==> config.mk <==
export PLATFORM = sky130hd
export DESIGN_NAME = allocate
export DESIGN_NICKNAME = d
export VERILOG_FILES = /design/src/rtl/cache_types.sv /design/src/rtl/allocate.sv
export SDC_FILE = /design/constraint.sdc
export NUM_CORES = 1
export LEC_CHECK = 0
export ABC_AREA = 0
export CORE_AREA = 2 2 237 239
export DETAILED_ROUTE_END_ITERATION = 8
export DIE_AREA = 0 0 239 241
export SLEW_MARGIN = 20
export SYNTH_ARGS = -nofsm -noshare
export SYNTH_HDL_FRONTEND = slang
export SYNTH_SLANG_ARGS = --single-unit
==> constraint.sdc <==
create_clock -name clk -period 3.1 [get_ports clk]
set_input_delay 0.465 -clock clk [delete_from_list [all_inputs] [get_ports clk]]
set_output_delay 0.465 -clock clk [all_outputs]
set_load 0.01 [all_outputs]
==> src/rtl/cache_types.sv <==
// Shared cache-controller types: the controller state, the miss-fill stage
// state and the default geometry of the cache.
package cache_types;

   localparam int CACHE_WAYS            = 4;
   localparam int CACHE_SETS            = 16;
   localparam int CACHE_TAG_SIZE        = 24;
   localparam int CACHE_LINE_SIZE_BITS  = 256;

   localparam int CACHE_WAY_W    = $clog2(CACHE_WAYS);
   localparam int CACHE_SET_W    = $clog2(CACHE_SETS);
   localparam int CACHE_OFFSET_W = $clog2(CACHE_LINE_SIZE_BITS / 8);
   localparam int CACHE_ATAG_W   = CACHE_TAG_SIZE - 1;

   typedef enum logic [2:0] {
      idle_s,
      compare_tag_s,
      write_back_s,
      allocate_s
   } state_t;

   typedef enum logic [1:0] {
      IDLE,
      REQ,
      FILL,
      DONE
   } alloc_state_t;

   typedef logic [CACHE_LINE_SIZE_BITS-1:0] line_t;
   typedef logic [CACHE_TAG_SIZE-1:0]       tag_entry_t;
   typedef logic [CACHE_ATAG_W-1:0]         addr_tag_t;
   typedef logic [CACHE_SET_W-1:0]          set_idx_t;
   typedef logic [CACHE_WAY_W-1:0]          way_idx_t;

endpackage

==> src/rtl/allocate.sv <==
// Cache miss-fill stage: reads the missed line from memory after any
// writeback has finished, then writes it into the arrays in one cycle.
module allocate
   import cache_types::*;
#(
   parameter int WAYS            = CACHE_WAYS,
   parameter int SETS            = CACHE_SETS,
   parameter int TAG_SIZE        = CACHE_TAG_SIZE,
   parameter int CACHE_LINE_SIZE = CACHE_LINE_SIZE_BITS
) (
   input  logic                        clk,
   input  logic                        rst,
   input  state_t                      state,
   input  logic                        active_alloc,
   input  logic [TAG_SIZE-2:0]         miss_tag,
   input  logic [$clog2(SETS)-1:0]     miss_set,
   input  logic [$clog2(WAYS)-1:0]     victim_way,
   input  logic                        mem_resp,
   input  logic [CACHE_LINE_SIZE-1:0]  mem_rdata,
   output logic                        mem_read,
   output logic [31:0]                 mem_addr,
   output logic                        fill_we,
   output logic [CACHE_LINE_SIZE-1:0]  fill_line,
   output logic [TAG_SIZE-1:0]         fill_tag,
   output logic [$clog2(SETS)-1:0]     fill_set,
   output logic [$clog2(WAYS)-1:0]     fill_way,
   output logic                        alloc_done
);

   localparam int WAY_W  = $clog2(WAYS);
   localparam int SET_W  = $clog2(SETS);
   localparam int OFF_W  = $clog2(CACHE_LINE_SIZE / 8);
   localparam int ATAG_W = TAG_SIZE - 1;

   if (ATAG_W + SET_W + OFF_W != 32) begin : g_addr_width_check
      $error("allocate: tag, set and offset widths must sum to 32 bits");
   end

   alloc_state_t               fsm_q, fsm_d;
   logic [ATAG_W-1:0]          ctx_tag_q, ctx_tag_d;
   logic [SET_W-1:0]           ctx_set_q, ctx_set_d;
   logic [WAY_W-1:0]           ctx_way_q, ctx_way_d;
   logic [ATAG_W-1:0]          snap_tag_q, snap_tag_d;
   logic [SET_W-1:0]           snap_set_q, snap_set_d;
   logic [WAY_W-1:0]           snap_way_q, snap_way_d;
   logic [CACHE_LINE_SIZE-1:0] line_q, line_d;
   logic                       mem_resp_reg_q, mem_resp_reg_d;

   always_ff @(posedge clk) begin
      if (rst) begin
         fsm_q          <= IDLE;
         ctx_tag_q      <= '0;
         ctx_set_q      <= '0;
         ctx_way_q      <= '0;
         snap_tag_q     <= '0;
         snap_set_q     <= '0;
         snap_way_q     <= '0;
         line_q         <= '0;
         mem_resp_reg_q <= 1'b0;
      end else begin
         fsm_q          <= fsm_d;
         ctx_tag_q      <= ctx_tag_d;
         ctx_set_q      <= ctx_set_d;
         ctx_way_q      <= ctx_way_d;
         snap_tag_q     <= snap_tag_d;
         snap_set_q     <= snap_set_d;
         snap_way_q     <= snap_way_d;
         line_q         <= line_d;
         mem_resp_reg_q <= mem_resp_reg_d;
      end
   end

   always_comb begin
      fsm_d          = fsm_q;
      ctx_tag_d      = ctx_tag_q;
      ctx_set_d      = ctx_set_q;
      ctx_way_d      = ctx_way_q;
      snap_tag_d     = snap_tag_q;
      snap_set_d     = snap_set_q;
      snap_way_d     = snap_way_q;
      line_d         = line_q;
      mem_resp_reg_d = mem_resp;
      mem_read       = 1'b0;
      fill_we        = 1'b0;
      alloc_done     = 1'b0;

      if (state == compare_tag_s) begin
         ctx_tag_d = miss_tag;
         ctx_set_d = miss_set;
         ctx_way_d = victim_way;
      end

      case (fsm_q)
         IDLE: begin
            // A response now or last cycle belongs to the writeback tail.
            if (active_alloc && !mem_resp && !mem_resp_reg_q) begin
               fsm_d      = REQ;
               snap_tag_d = ctx_tag_q;
               snap_set_d = ctx_set_q;
               snap_way_d = ctx_way_q;
            end
         end
         REQ: begin
            mem_read = 1'b1;
            if (mem_resp) begin
               line_d = mem_rdata;
               fsm_d  = FILL;
            end
         end
         FILL: begin
            fill_we = 1'b1;
            fsm_d   = DONE;
         end
         DONE: begin
            alloc_done = 1'b1;
            if (!active_alloc) begin
               fsm_d = IDLE;
            end
         end
         default: fsm_d = IDLE;
      endcase
   end

   assign mem_addr  = {snap_tag_q, snap_set_q, {OFF_W{1'b0}}};
   assign fill_line = line_q;
   assign fill_tag  = {1'b0, snap_tag_q};
   assign fill_set  = snap_set_q;
   assign fill_way  = snap_way_q;

endmodule
==> impl_metrics.yaml <==
synthesis:
  synth.distinct_cells: 21
  synth.top_cells.by_area: "sky130_fd_sc_hd__dfxtp_1 57%, sky130_fd_sc_hd__nand2_1 21%, sky130_fd_sc_hd__a21oi_1 14%"
  syn-instance-count: 1418
  yosys_warns: 0
  synth_top_area_frac: 0.5696
  synth_area_leader_cell: "sky130_fd_sc_hd__dfxtp_1"
  yosysSeqAreaShare: 0.5696
  synthesis.area_um2: 11140
  synthesis.area_per_instance_um2: 7.858
  ys_ff_latch: 317
placement:
  place.detailed.hpwl_um: 30140
  placed_instance_area_um2: 17770
  place_inst: 2625
  numPortBuffers: 606
  place.gp.congestion: 0.7966
route:
  dr_total_vias: 11241
  drtIter0Drc: 352
  detail_route.vias_per_cell: 4.171
  route.antenna.remaining_nets: 0
  remaining_drc_errors: 0
  drt-wirelength-per-cell_um: 15.24
  dr.pass1.iters: 5
  drt_wl_total_um: 41060
final_layout:
  leading_cell_types_in_the_layout_fill_and_taps_excluded: "628 x sky130_fd_sc_hd__nand2_1, 605 x sky130_fd_sc_hd__clkdlybuf4s50_1, 317 x sky130_fd_sc_hd__dfxtp_1, 314 x sky130_fd_sc_hd__a21oi_1, 41 x sky130_fd_sc_hd__clkbuf_16"
  insertedDiodeCount: 0
  finalInstanceArea_um2: 19090
  finish.cell_count_without_fillers: 2695
  nFillCells: 5577
  mostFrequentLayoutCell: "sky130_fd_sc_hd__nand2_1"
  areaGrowthSynthToFinish_pct: 71.35
  finish.net_count: 2257
  final_layout_size_suffix_gt1_frac: 0.04872
cts:
  clockRootBuffer: "sky130_fd_sc_hd__clkbuf_16"
  hold_buffers: 0
  clock_tree_from_tritoncts: "done"
  post_cts.repair.setup_buffers: 0
  clock_tree.htree_level_count: 2
  cts_max_path_buffers: 3
  post_cts.resized_instances: 0
  clock_insertion_delay_worst_skew_ns: 0.53
  cts_sinks: 317
  cts_buffers: 38
  clkTransAtPathRegs_ns: 0.06
floorplanning:
  dieArea_um2: 57600
  fp-row-count: 86
  dieWidth_um: 239
  starting_density_of_the_core: 0.2030
  io_pins: 613
  die_height_um: 241
  coreArea_um2: 54880
pwr:
  power.net_switching_w: 0.003361
  peakVddDrop_v: 0.0004267
  sequential_power_share: 0.388
  switching_share: 0.2777
  pwr-share-comb: 0.231
  cellInternalPower_w: 0.008741
  clockPowerShare: 0.381
  cellPowerDensity_nw_per_um2: 633.9
  power.static_leakage_nw: 6.513
setup_path:
  worst_r2r_startpoint: "fsm_q[1]"
  critical_path_source_type: "flop"
  worstPathArrival_ns: 1.83
  cell_count_of_the_worst_reg_to_reg_path: 7
  cp_cell_sequence: "inv_1 > ha_1 > clkdlybuf4s50_1"
  cp_slowest_stage_delay_ns: 0.64
  worst_setup_path_endpoint: "mem_read"
  path_class: "flop to output pin"
  timing.critical_path.fanout_max: 4
  number_of_buffer_and_inverter_stages_on_the_critical_path: 2
  cp.depth: 3
  worstSetupEndpointType: "output pin"
  worst_reg_to_reg_setup_slack_ns: 1.24
  timing.critical_path.slowest_stage_cell: "sky130_fd_sc_hd__clkdlybuf4s50_1"
  family_with_the_most_delay_on_the_worst_path: "buffers and inverters"
  worst_r2r_endpoint: "fill_line[150]"
  worst_ep_required_time_ns: 2.63
  critical_path_source: "fsm_q[1]"
status:
  outcome: "completed"
grt:
  grt_max_degree: 128
  global_route.overflow_total: 0
  grt_pass1_vias: 10796
  grt_pass1_wl_um: 60490
  grt.total_usage: 0.1327
  antenna_found_initial: 0
sta:
  whs_ns: 0.3926
  worst_slew_margin_rel: 0.5305
  setup_repair_after_global_routing_missed_its_margin: "false"
  finalWorstPathRequiredPeriod_ns: 2.293
  finalHoldViolCount: 0
  finClkSkew_ns: 0.01189
  setup_total_negative_slack_ns: 0
  worstMarginPinSlew_ns: 0.7043
  final_min_period_over_clock_period: 0.7397
  max_freq_ghz: 0.4361
  finalSetupViolCount: 0
  maxSlewViolCount: 0
flow_run:
  max_cap_violations: 0
min_path:
  worstHoldPathType: "input pin to flop"
[Yosys cell counts]
cell	n
sky130_fd_sc_hd__nor3b_1	1
sky130_fd_sc_hd__nand2b_1	2
sky130_fd_sc_hd__a211oi_1	1
sky130_fd_sc_hd__nand2_1	629
sky130_fd_sc_hd__and2_1	1
sky130_fd_sc_hd__clkbuf_1	53
sky130_fd_sc_hd__dfxtp_1	317
sky130_fd_sc_hd__a221o_1	1
sky130_fd_sc_hd__buf_1	13
sky130_fd_sc_hd__or3b_1	2
sky130_fd_sc_hd__ha_1	4
sky130_fd_sc_hd__nor2b_1	2
sky130_fd_sc_hd__inv_1	2
sky130_fd_sc_hd__nand4bb_1	1
sky130_fd_sc_hd__a21oi_1	314
sky130_fd_sc_hd__buf_4	33
sky130_fd_sc_hd__and4bb_1	1
sky130_fd_sc_hd__mux2i_1	1
sky130_fd_sc_hd__buf_2	38
sky130_fd_sc_hd__conb_1	1
sky130_fd_sc_hd__a2111oi_0	1
[metal layers]
metal / share of wire / GRT usage / vias up
met5: 0 / 0 / -
met4: 0.023 / 0.04337 / 0
met3: 0.090 / 0.04644 / 60
met2: 0.49 / 0.2297 / 429
met1: 0.40 / 0.1527 / 5164
li1: - / - / 5588
[through the flow]
| step | util | total power [W] | setup WS (ns) |
|---|---|---|---|
| floorplan | - | 0.006003 | 1.624 |
| global placement | 0.3238 | 0.007563 | 0.8546 |
| detailed placement | 0.3238 | 0.007610 | 0.8070 |
| CTS | 0.3479 | 0.01233 | 0.7560 |
| global route | 0.3479 | 0.01272 | 0.6963 |
| finish | 0.3479 | 0.01210 | 0.8069 |
[worst min-delay path by stage]
stage / cells after the start / slack (ns) / startpoint / to
floorplan: 2 / 0.43 / ctx_way_q[0] / fill_way[0]
global placement: 2 / 0.44 / ctx_tag_q[17] / snap_tag_q[17]
detailed placement: 2 / 0.45 / ctx_tag_q[19] / snap_tag_q[19]
CTS: 2 / 0.38 / rst / mem_resp_reg_q
global route: 2 / 0.41 / rst / mem_resp_reg_q
finish: 2 / 0.39 / rst / mem_resp_reg_q
[flip-flops by register name, summed over array words and instances (netlist names)]
signal	cells
ctx_way_q	2
ctx_set_q	4
fsm_q	2
mem_resp_reg_q	1
fill_set	4
fill_line	256
ctx_tag_q	23
snap_tag_q	23
fill_way	2
[layout make-up]
cell class / instances / area (µm²) / share of cell area
Multi-Input combinational cell: 967 / 4136 / 0.2167
Clock inverter: 13 / 143.9 / 0.007537
Inverter: 2 / 7.507 / 0.0003932
Tap cell: 704 / 880.8 / 0.04614
Sequential cell: 317 / 6346 / 0.3324
Clock buffer: 57 / 1176 / 0.06160
Timing Repair Buffer: 635 / 6401 / 0.3353
[cell families after synthesis]
kind of cell | count (synthesis) | share of synthesized area
AO/OA/AOI/OAI | 317 | 0.1434
adder cells (fa/ha/maj) | 4 | 0.004492
buffers and inverters | 139 | 0.06221
flip-flops | 317 | 0.5696
multiplexers | 1 | 0.0008984
other | 1 | 0.0003366
AND/OR/NAND/NOR | 639 | 0.2191
[power groups by stage]
stage | registers [W] | logic [W] | clock network [W]
final | 0.00470 | 0.00279 | 0.00461
after global routing | 0.00474 | 0.00305 | 0.00493
after CTS | 0.00470 | 0.00284 | 0.00479
after detailed placement | 0.00478 | 0.00283 | 0
after global placement | 0.00476 | 0.00280 | 0
after floorplan | 0.00494 | 0.00106 | 0
[worst register-to-register path: stages, from the launching register on]
cell and delay, ns:
sky130_fd_sc_hd__dfxtp_1 0.34, sky130_fd_sc_hd__inv_1 0.09, sky130_fd_sc_hd__ha_1 0.25, sky130_fd_sc_hd__and2_4 0.23, sky130_fd_sc_hd__buf_12 0.24, sky130_fd_sc_hd__buf_4 0.41
sky130_fd_sc_hd__nand2_1 0.11, sky130_fd_sc_hd__a21oi_1 0.13
Note: power is estimated with default switching activity, not from simulation.
